===== config.mk =====
export PLATFORM = sky130hd
export DESIGN_NAME = alarm_sequencer_flat
export DESIGN_NICKNAME = d
export VERILOG_FILES = /design/src/rtl/alarm_pkg.sv /design/src/rtl/alarm_sequencer_if.sv /design/src/rtl/unit_timer.sv /design/src/rtl/alarm_sequencer.sv /design/src/flat_wrapper.sv
export SDC_FILE = /design/constraint.sdc
export NUM_CORES = 1
export LEC_CHECK = 0
export CORE_ASPECT_RATIO = 0.7
export CORE_MARGIN = 2
export CORE_UTILIZATION = 55
export CTS_BUF_LIST = sky130_fd_sc_hd__clkbuf_8
export DETAILED_ROUTE_END_ITERATION = 10
export GPL_ROUTABILITY_DRIVEN = 1
export PLACE_DENSITY = 0.84
export SYNTH_ARGS = -nofsm -noshare
export SYNTH_HDL_FRONTEND = slang
export SYNTH_SLANG_ARGS = --single-unit

===== constraint.sdc =====
create_clock -name Clock -period 3.5 [get_ports Clock]
set_input_delay 0.7 -clock Clock [delete_from_list [all_inputs] [get_ports Clock]]
set_output_delay 0.7 -clock Clock [all_outputs]
set_load 0.1 [all_outputs]

===== src/rtl/alarm_pkg.sv =====
// alarm_pkg: shared widths and FSM state encoding for the alarm sequencer.
package alarm_pkg;
    localparam int TIME_W    = 7;
    localparam int ATTEMPT_W = 4;
    typedef enum logic [2:0] {IDLE, ARMED, RING, SNOOZE, DONE} state_t;
endpackage


===== src/rtl/alarm_sequencer_if.sv =====
// alarm_sequencer_if: user/equation-side signals of the alarm sequencer.
//   master (user + equation block): drives SetAlarm, AlarmIn, Correct, TurnOff.
//   slave  (alarm_sequencer): drives OngoingTimer, startEq2, Ringing, Attempts,
//          Dismissed, AlarmTime.
interface alarm_sequencer_if;
    import alarm_pkg::*;
    logic                 SetAlarm;
    logic [TIME_W-1:0]    AlarmIn;
    logic                 Correct;
    logic                 TurnOff;
    logic [TIME_W-1:0]    OngoingTimer;
    logic                 startEq2;
    logic                 Ringing;
    logic [ATTEMPT_W-1:0] Attempts;
    logic                 Dismissed;
    logic [TIME_W-1:0]    AlarmTime;
    modport master (
        output SetAlarm, AlarmIn, Correct, TurnOff,
        input  OngoingTimer, startEq2, Ringing, Attempts, Dismissed, AlarmTime
    );
    modport slave (
        input  SetAlarm, AlarmIn, Correct, TurnOff,
        output OngoingTimer, startEq2, Ringing, Attempts, Dismissed, AlarmTime
    );
endinterface


===== src/rtl/unit_timer.sv =====
// unit_timer: prescaler producing a one-cycle tick every TICKS_PER_UNIT cycles
// and a time-of-day counter that wraps TIME_MAX -> 0 on each tick.
//   Clock, Reset : clock and synchronous active-high reset
//   o_tick       : one-cycle pulse at prescaler wrap
//   o_time       : registered time-of-day value
module unit_timer
    import alarm_pkg::*;
#(
    parameter int TICKS_PER_UNIT = 50_000_000,
    parameter int TIME_MAX       = 99
) (
    input  logic              Clock,
    input  logic              Reset,
    output logic              o_tick,
    output logic [TIME_W-1:0] o_time
);
    localparam int PW = $clog2(TICKS_PER_UNIT);
    localparam logic [PW-1:0] LAST = PW'(TICKS_PER_UNIT - 1);
    localparam logic [TIME_W-1:0] TMAX = TIME_W'(TIME_MAX);
    logic [PW-1:0]     r_presc;
    logic [TIME_W-1:0] r_time;
    assign o_tick = r_presc == LAST;
    assign o_time = r_time;
    always_ff @(posedge Clock) begin
        if (Reset) begin
            r_presc <= '0;
            r_time  <= '0;
        end else begin
            r_presc <= o_tick ? '0 : r_presc + 1'b1;
            if (o_tick) r_time <= (r_time == TMAX) ? '0 : r_time + 1'b1;
        end
    end
endmodule


===== src/rtl/alarm_sequencer.sv =====
// alarm_sequencer: alarm FSM that rings until the equation block reports a
// correct answer, snoozing after MAX_ATTEMPTS wrong answers.
//   Clock, Reset : clock and synchronous active-high reset
//   bus          : alarm_sequencer_if slave (alarm programming, equation
//                  handshake, live time and status outputs)
module alarm_sequencer
    import alarm_pkg::*;
#(
    parameter int TICKS_PER_UNIT = 50_000_000,
    parameter int TIME_MAX       = 99,
    parameter int MAX_ATTEMPTS   = 3,
    parameter int SNOOZE_UNITS   = 5
) (
    input  logic             Clock,
    input  logic             Reset,
    alarm_sequencer_if.slave bus
);
    localparam int SW = $clog2(SNOOZE_UNITS + 1);
    localparam logic [SW-1:0] SNZ = SW'(SNOOZE_UNITS);
    localparam logic [ATTEMPT_W:0] MAX_A = (ATTEMPT_W+1)'(MAX_ATTEMPTS);
    localparam logic [TIME_W-1:0] TMAX = TIME_W'(TIME_MAX);
    logic                 w_tick;
    logic [TIME_W-1:0]    w_time;
    state_t               r_state, w_state;
    logic [ATTEMPT_W-1:0] r_att, w_att, w_att_inc;
    logic [TIME_W-1:0]    r_alarm, w_alarm;
    logic [SW-1:0]        r_snz, w_snz;
    logic                 r_toff;
    logic                 w_edge, w_accept;
    unit_timer #(
        .TICKS_PER_UNIT(TICKS_PER_UNIT),
        .TIME_MAX      (TIME_MAX)
    ) u_timer (
        .Clock (Clock),
        .Reset (Reset),
        .o_tick(w_tick),
        .o_time(w_time)
    );
    assign w_edge    = bus.TurnOff & ~r_toff;
    assign w_accept  = bus.SetAlarm && (bus.AlarmIn <= TMAX) && (r_state == IDLE || r_state == ARMED);
    assign w_att_inc = (&r_att) ? r_att : r_att + 1'b1;
    always_comb begin
        w_state = r_state;
        w_att   = r_att;
        w_alarm = r_alarm;
        w_snz   = r_snz;
        // A valid SetAlarm only reaches here from IDLE/ARMED and beats a same-cycle match.
        if (w_accept) begin
            w_alarm = bus.AlarmIn;
            w_state = ARMED;
        end else begin
            case (r_state)
                ARMED: if (w_time == r_alarm) begin
                    w_state = RING;
                    w_att   = '0;
                end
                RING: if (w_edge) begin
                    if (bus.Correct) w_state = DONE;
                    else begin
                        w_att = w_att_inc;
                        if ({1'b0, r_att} + 1'b1 == MAX_A) begin
                            w_state = SNOOZE;
                            w_snz   = '0;
                        end
                    end
                end
                SNOOZE: if (w_tick) begin
                    w_snz = r_snz + 1'b1;
                    if (w_snz == SNZ) begin
                        w_state = RING;
                        w_att   = '0;
                    end
                end
                DONE: w_state = IDLE;
                default: ;
            endcase
        end
    end
    always_ff @(posedge Clock) begin
        if (Reset) begin
            r_state <= IDLE;
            r_att   <= '0;
            r_alarm <= '0;
            r_snz   <= '0;
            r_toff  <= 1'b0;
        end else begin
            r_state <= w_state;
            r_att   <= w_att;
            r_alarm <= w_alarm;
            r_snz   <= w_snz;
            r_toff  <= bus.TurnOff;
        end
    end
    assign bus.OngoingTimer = w_time;
    assign bus.Ringing      = r_state == RING;
    assign bus.startEq2     = r_state == RING;
    assign bus.Dismissed    = r_state == DONE;
    assign bus.Attempts     = r_att;
    assign bus.AlarmTime    = r_alarm;
endmodule


===== src/flat_wrapper.sv =====
// flat-port wrapper written by rule: the top's interface ports become plain ports
module alarm_sequencer_flat import alarm_pkg::*;
#(
    parameter int TICKS_PER_UNIT = 50_000_000,
    parameter int TIME_MAX       = 99,
    parameter int MAX_ATTEMPTS   = 3,
    parameter int SNOOZE_UNITS   = 5
)
  (Clock, Reset, bus_SetAlarm, bus_AlarmIn, bus_Correct, bus_TurnOff, bus_OngoingTimer, bus_startEq2, bus_Ringing, bus_Attempts, bus_Dismissed, bus_AlarmTime);
  alarm_sequencer_if bus_i ();
  input  logic Clock;
  input  logic Reset;
  input wire logic [$bits(bus_i.SetAlarm)-1:0] bus_SetAlarm;
  input wire logic [$bits(bus_i.AlarmIn)-1:0] bus_AlarmIn;
  input wire logic [$bits(bus_i.Correct)-1:0] bus_Correct;
  input wire logic [$bits(bus_i.TurnOff)-1:0] bus_TurnOff;
  output wire logic [$bits(bus_i.OngoingTimer)-1:0] bus_OngoingTimer;
  output wire logic [$bits(bus_i.startEq2)-1:0] bus_startEq2;
  output wire logic [$bits(bus_i.Ringing)-1:0] bus_Ringing;
  output wire logic [$bits(bus_i.Attempts)-1:0] bus_Attempts;
  output wire logic [$bits(bus_i.Dismissed)-1:0] bus_Dismissed;
  output wire logic [$bits(bus_i.AlarmTime)-1:0] bus_AlarmTime;
  assign bus_i.SetAlarm = bus_SetAlarm;
  assign bus_i.AlarmIn = bus_AlarmIn;
  assign bus_i.Correct = bus_Correct;
  assign bus_i.TurnOff = bus_TurnOff;
  assign bus_OngoingTimer = bus_i.OngoingTimer;
  assign bus_startEq2 = bus_i.startEq2;
  assign bus_Ringing = bus_i.Ringing;
  assign bus_Attempts = bus_i.Attempts;
  assign bus_Dismissed = bus_i.Dismissed;
  assign bus_AlarmTime = bus_i.AlarmTime;
  alarm_sequencer #(.TICKS_PER_UNIT(TICKS_PER_UNIT), .TIME_MAX(TIME_MAX), .MAX_ATTEMPTS(MAX_ATTEMPTS), .SNOOZE_UNITS(SNOOZE_UNITS)) u_core (.Clock(Clock), .Reset(Reset), .bus(bus_i));
endmodule

==> key figures <==
Route
  – Pre-antenna DRT Iters: 4
  – Post-DRT Antenna Nets: 0
  – # DRC: 0
  – Vias per cell: 5.78
  – Routed len/inst: 14.4 um
  – Vias: 2221
  – Routed wire length: 5520 um
  – 1st-iter DRT viols: 137

Global route
  – Met2 Usage GRT: 0.330
  – Met1 usage: 0.297
  – Vias in the first global route: 1929
  – Met3 Use GR: 0.0515
  – Initial antenna violation count: 0
  – Largest net degree at the start of global routing: 25
  – Total gr overflow: 0
  – Top Usage Layer GRT: met2
  – First-pass GRT wire length: 8950 um
  – Total track usage: 0.214

Clocking
  – Clock transition at the registers of the reported paths: around 0.090 ns
  – Post-CTS Setup Bufs: 0
  – Clk sinks: approximately 50
  – Worst skew pair latency: about 0.30 ns
  – CTS Buffer Depth: 2
  – H-tree levels: 2
  – CTS tree: built
  – Clk root buf: clkbuf_8
  – Post-CTS Hold Buffers: 0
  – Inserted Clock Buffers: 5
  – Post_cts resized: 0

Setup path
  – Required time of the critical path: 2.80 ns
  – CP max stage cell: clkdlybuf4s50_1
  – Critical path type: register to output port
  – Endpoint class of the critical path: output port
  – Crit path max-delay family: buffers and inverters
  – Crit path max fanout: 6
  – Startpoint Class: register
  – Buf/Inv on CP: 1
  – CP cell instances: clkdlybuf4s50_1
  – Slowest stage delay, CP: 1.16 ns
  – Worst EP arrival: 1.90 ns

Floorplan
  – Core area: 4700 um2
  – Ports: 33
  – Initial core utilization: 0.563
  – Std-Cell Rows: 21
  – Die ar.: 5400 um2
  – Die height: 62.1 um
  – Die width: 87.0 um

Placed design
  – Final Wtd Congestion: 0.848
  – Placed cell count: 376
  – HPWL after DPL: ~4000 um
  – Input/output buffers: 32
  – Setup WS pre-CTS: 0.884 ns

STA
  – Final worst slack: 0.904 ns
  – Setup tns final: 0 ns
  – Tcrit/Tclk final: 0.742
  – Min Tclk post-route: 2.60 ns
  – Final setup fails: 0
  – Slew @ Worst Pin: just under 1 ns
  – RSZ-0062 raised after global routing: no
  – Final hold vios: 0
  – Hold WS: between 0.4 and 0.5 ns
  – FMAX: ~390 MHz
  – Fin. max-slew vios: 0
  – Setup Skew: 0.00804 ns
  – Slew headroom: 0.350

Logic synthesis
  – YS warnings: 0
  – Register area share after synthesis: 0.385
  – Dominant synthesized flop cell: dfxtp_1
  – Average size of a mapped cell: around 9.0 um2
  – Post-synth EDFFs: 0
  – Asr flop ratio synth: 0
  – Distinct cell type count of the synthesized netlist: 56
  – Netlist Area Pre-Place: between 2000 and 3000 um2
  – Cell count after synthesis: 296
  – FF+latch count, synth: 51
  – Net Count, Synth: 314

Hold path
  – Hold Path Class: register to register

Power and ir drop
  – Leak: 0.00121 uW
  – Clk network pwr share: 0.313
  – Internal power: 830 uW
  – Net switching fraction of the power: 0.279
  – Sequential Power Share: 0.535
  – Peak VDD IR: 212 uV
  – Reported net switching power: between 300 and 400 uW
  – PD cells: 375 nW/um2
  – Combinational share of power: 0.152

Status
  – Status: finished clean

Cells and area
  – Post-route insts no fill: 384
  – Commonest cells after routing, fill and taps aside: 51 x dfxtp_1, 40 x nor2_1, 27 x xor2_1
  – Share of layout cells above drive strength 1: 0.122
  – Syn-to-layout area delta: 15.9%
  – Commonest non-fill, non-tap cell in the layout: dfxtp_1
  – Nets: 344
  – ANT cells: 0

Run
  – Max Cap Viol: 0
-- final timing paths --
kind | from | endpoint | slack (ns) | cells past startpoint
worst min register to register | u_core.u_timer.r_presc[0]$_SDFF_PP0_ | u_core.u_timer.r_presc[0]$_SDFF_PP0_ | 0.50 | 1
worst max register to register | u_core.u_timer.r_presc[0]$_SDFF_PP0_ | u_core.u_timer.r_presc[23]$_SDFF_PP0_ | 1.29 | 6
worst min-delay path | u_core.u_timer.r_presc[0]$_SDFF_PP0_ | u_core.u_timer.r_presc[0]$_SDFF_PP0_ | 0.50 | 1
worst max-delay path | u_core.bus.Attempts[3]$_SDFFE_PP0P_ | bus_Attempts[3] | 0.90 | 1
-- power groups by stage --
stage,clock network (uW),logic (uW),registers (uW)
floorplan,0,90.3,665
global placement,0,170,629
detailed placement,0,173,629
CTS,366,175,615
global route,388,187,619
finish,361,175,616
-- synthesized netlist by cell type (3+ instances only) --
master / instances / share of area
dfxtp_1: 51 / 0.39
nor2_1: 40 / 0.057
xor2_1: 27 / 0.089
nand2_1: 22 / 0.031
nand3_1: 18 / 0.034
nor3_1: 11 / 0.021
nand4_1: 10 / 0.024
inv_1: 8 / 0.011
xnor2_1: 8 / 0.026
clkbuf_1: 7 / 0.0099
a21oi_1: 6 / 0.011
a31oi_1: 6 / 0.014
ha_1: 6 / 0.028
mux2i_1: 6 / 0.023
and3_1: 5 / 0.012
and2_1: 4 / 0.0094
and4_1: 4 / 0.013
nor4_1: 4 / 0.0094
o21ai_0: 3 / 0.0057
or3_1: 3 / 0.0071
-- flip-flops by register name (all words and copies together) (netlist names) --
register	count
u_core.r_snz	3
u_core.u_timer.o_time	7
u_core.r_state	3
u_core.r_toff	1
u_core.bus.Attempts	4
u_core.u_timer.r_presc	26
u_core.bus.AlarmTime	7
-- stage by stage --
| step | instance area [um2] | utilization | total power [uW] |
|---|---|---|---|
| 2_1_floorplan | 2650 | - | 756 |
| 3_3_place_gp | 2970 | 0.632 | 799 |
| 3_5_place_dp | 2970 | 0.632 | 802 |
| 4_1_cts | 3070 | 0.653 | 1160 |
| 5_1_grt | 3070 | 0.653 | 1190 |
| 6_report | 3070 | 0.653 | 1150 |
-- layout make-up --
type	count	area (um2)
Inverter	9	33.8
Clock inverter	1	3.75
Clock buffer	7	96.3
Fill cell	364	1630
Timing Repair Buffer	35	313
Multi-Input combinational cell	224	1530
Sequential cell	51	1020
Tap cell	57	71.3
-- layer usage --
metal	vias up	wire length (um)
li1	1120	-
met1	1029	2810
met2	61	2270
met3	11	343
met4	0	95
met5	-	0
-- cell families after synthesis --
kind of cell	share of synthesized area
xor+xnor	0.116
fa+ha+maj	0.0283
mux	0.0227
flops	0.385
buf+inv	0.0364
compound gates	0.104
simple gates	0.308
Power figures use the tool's default switching activity.
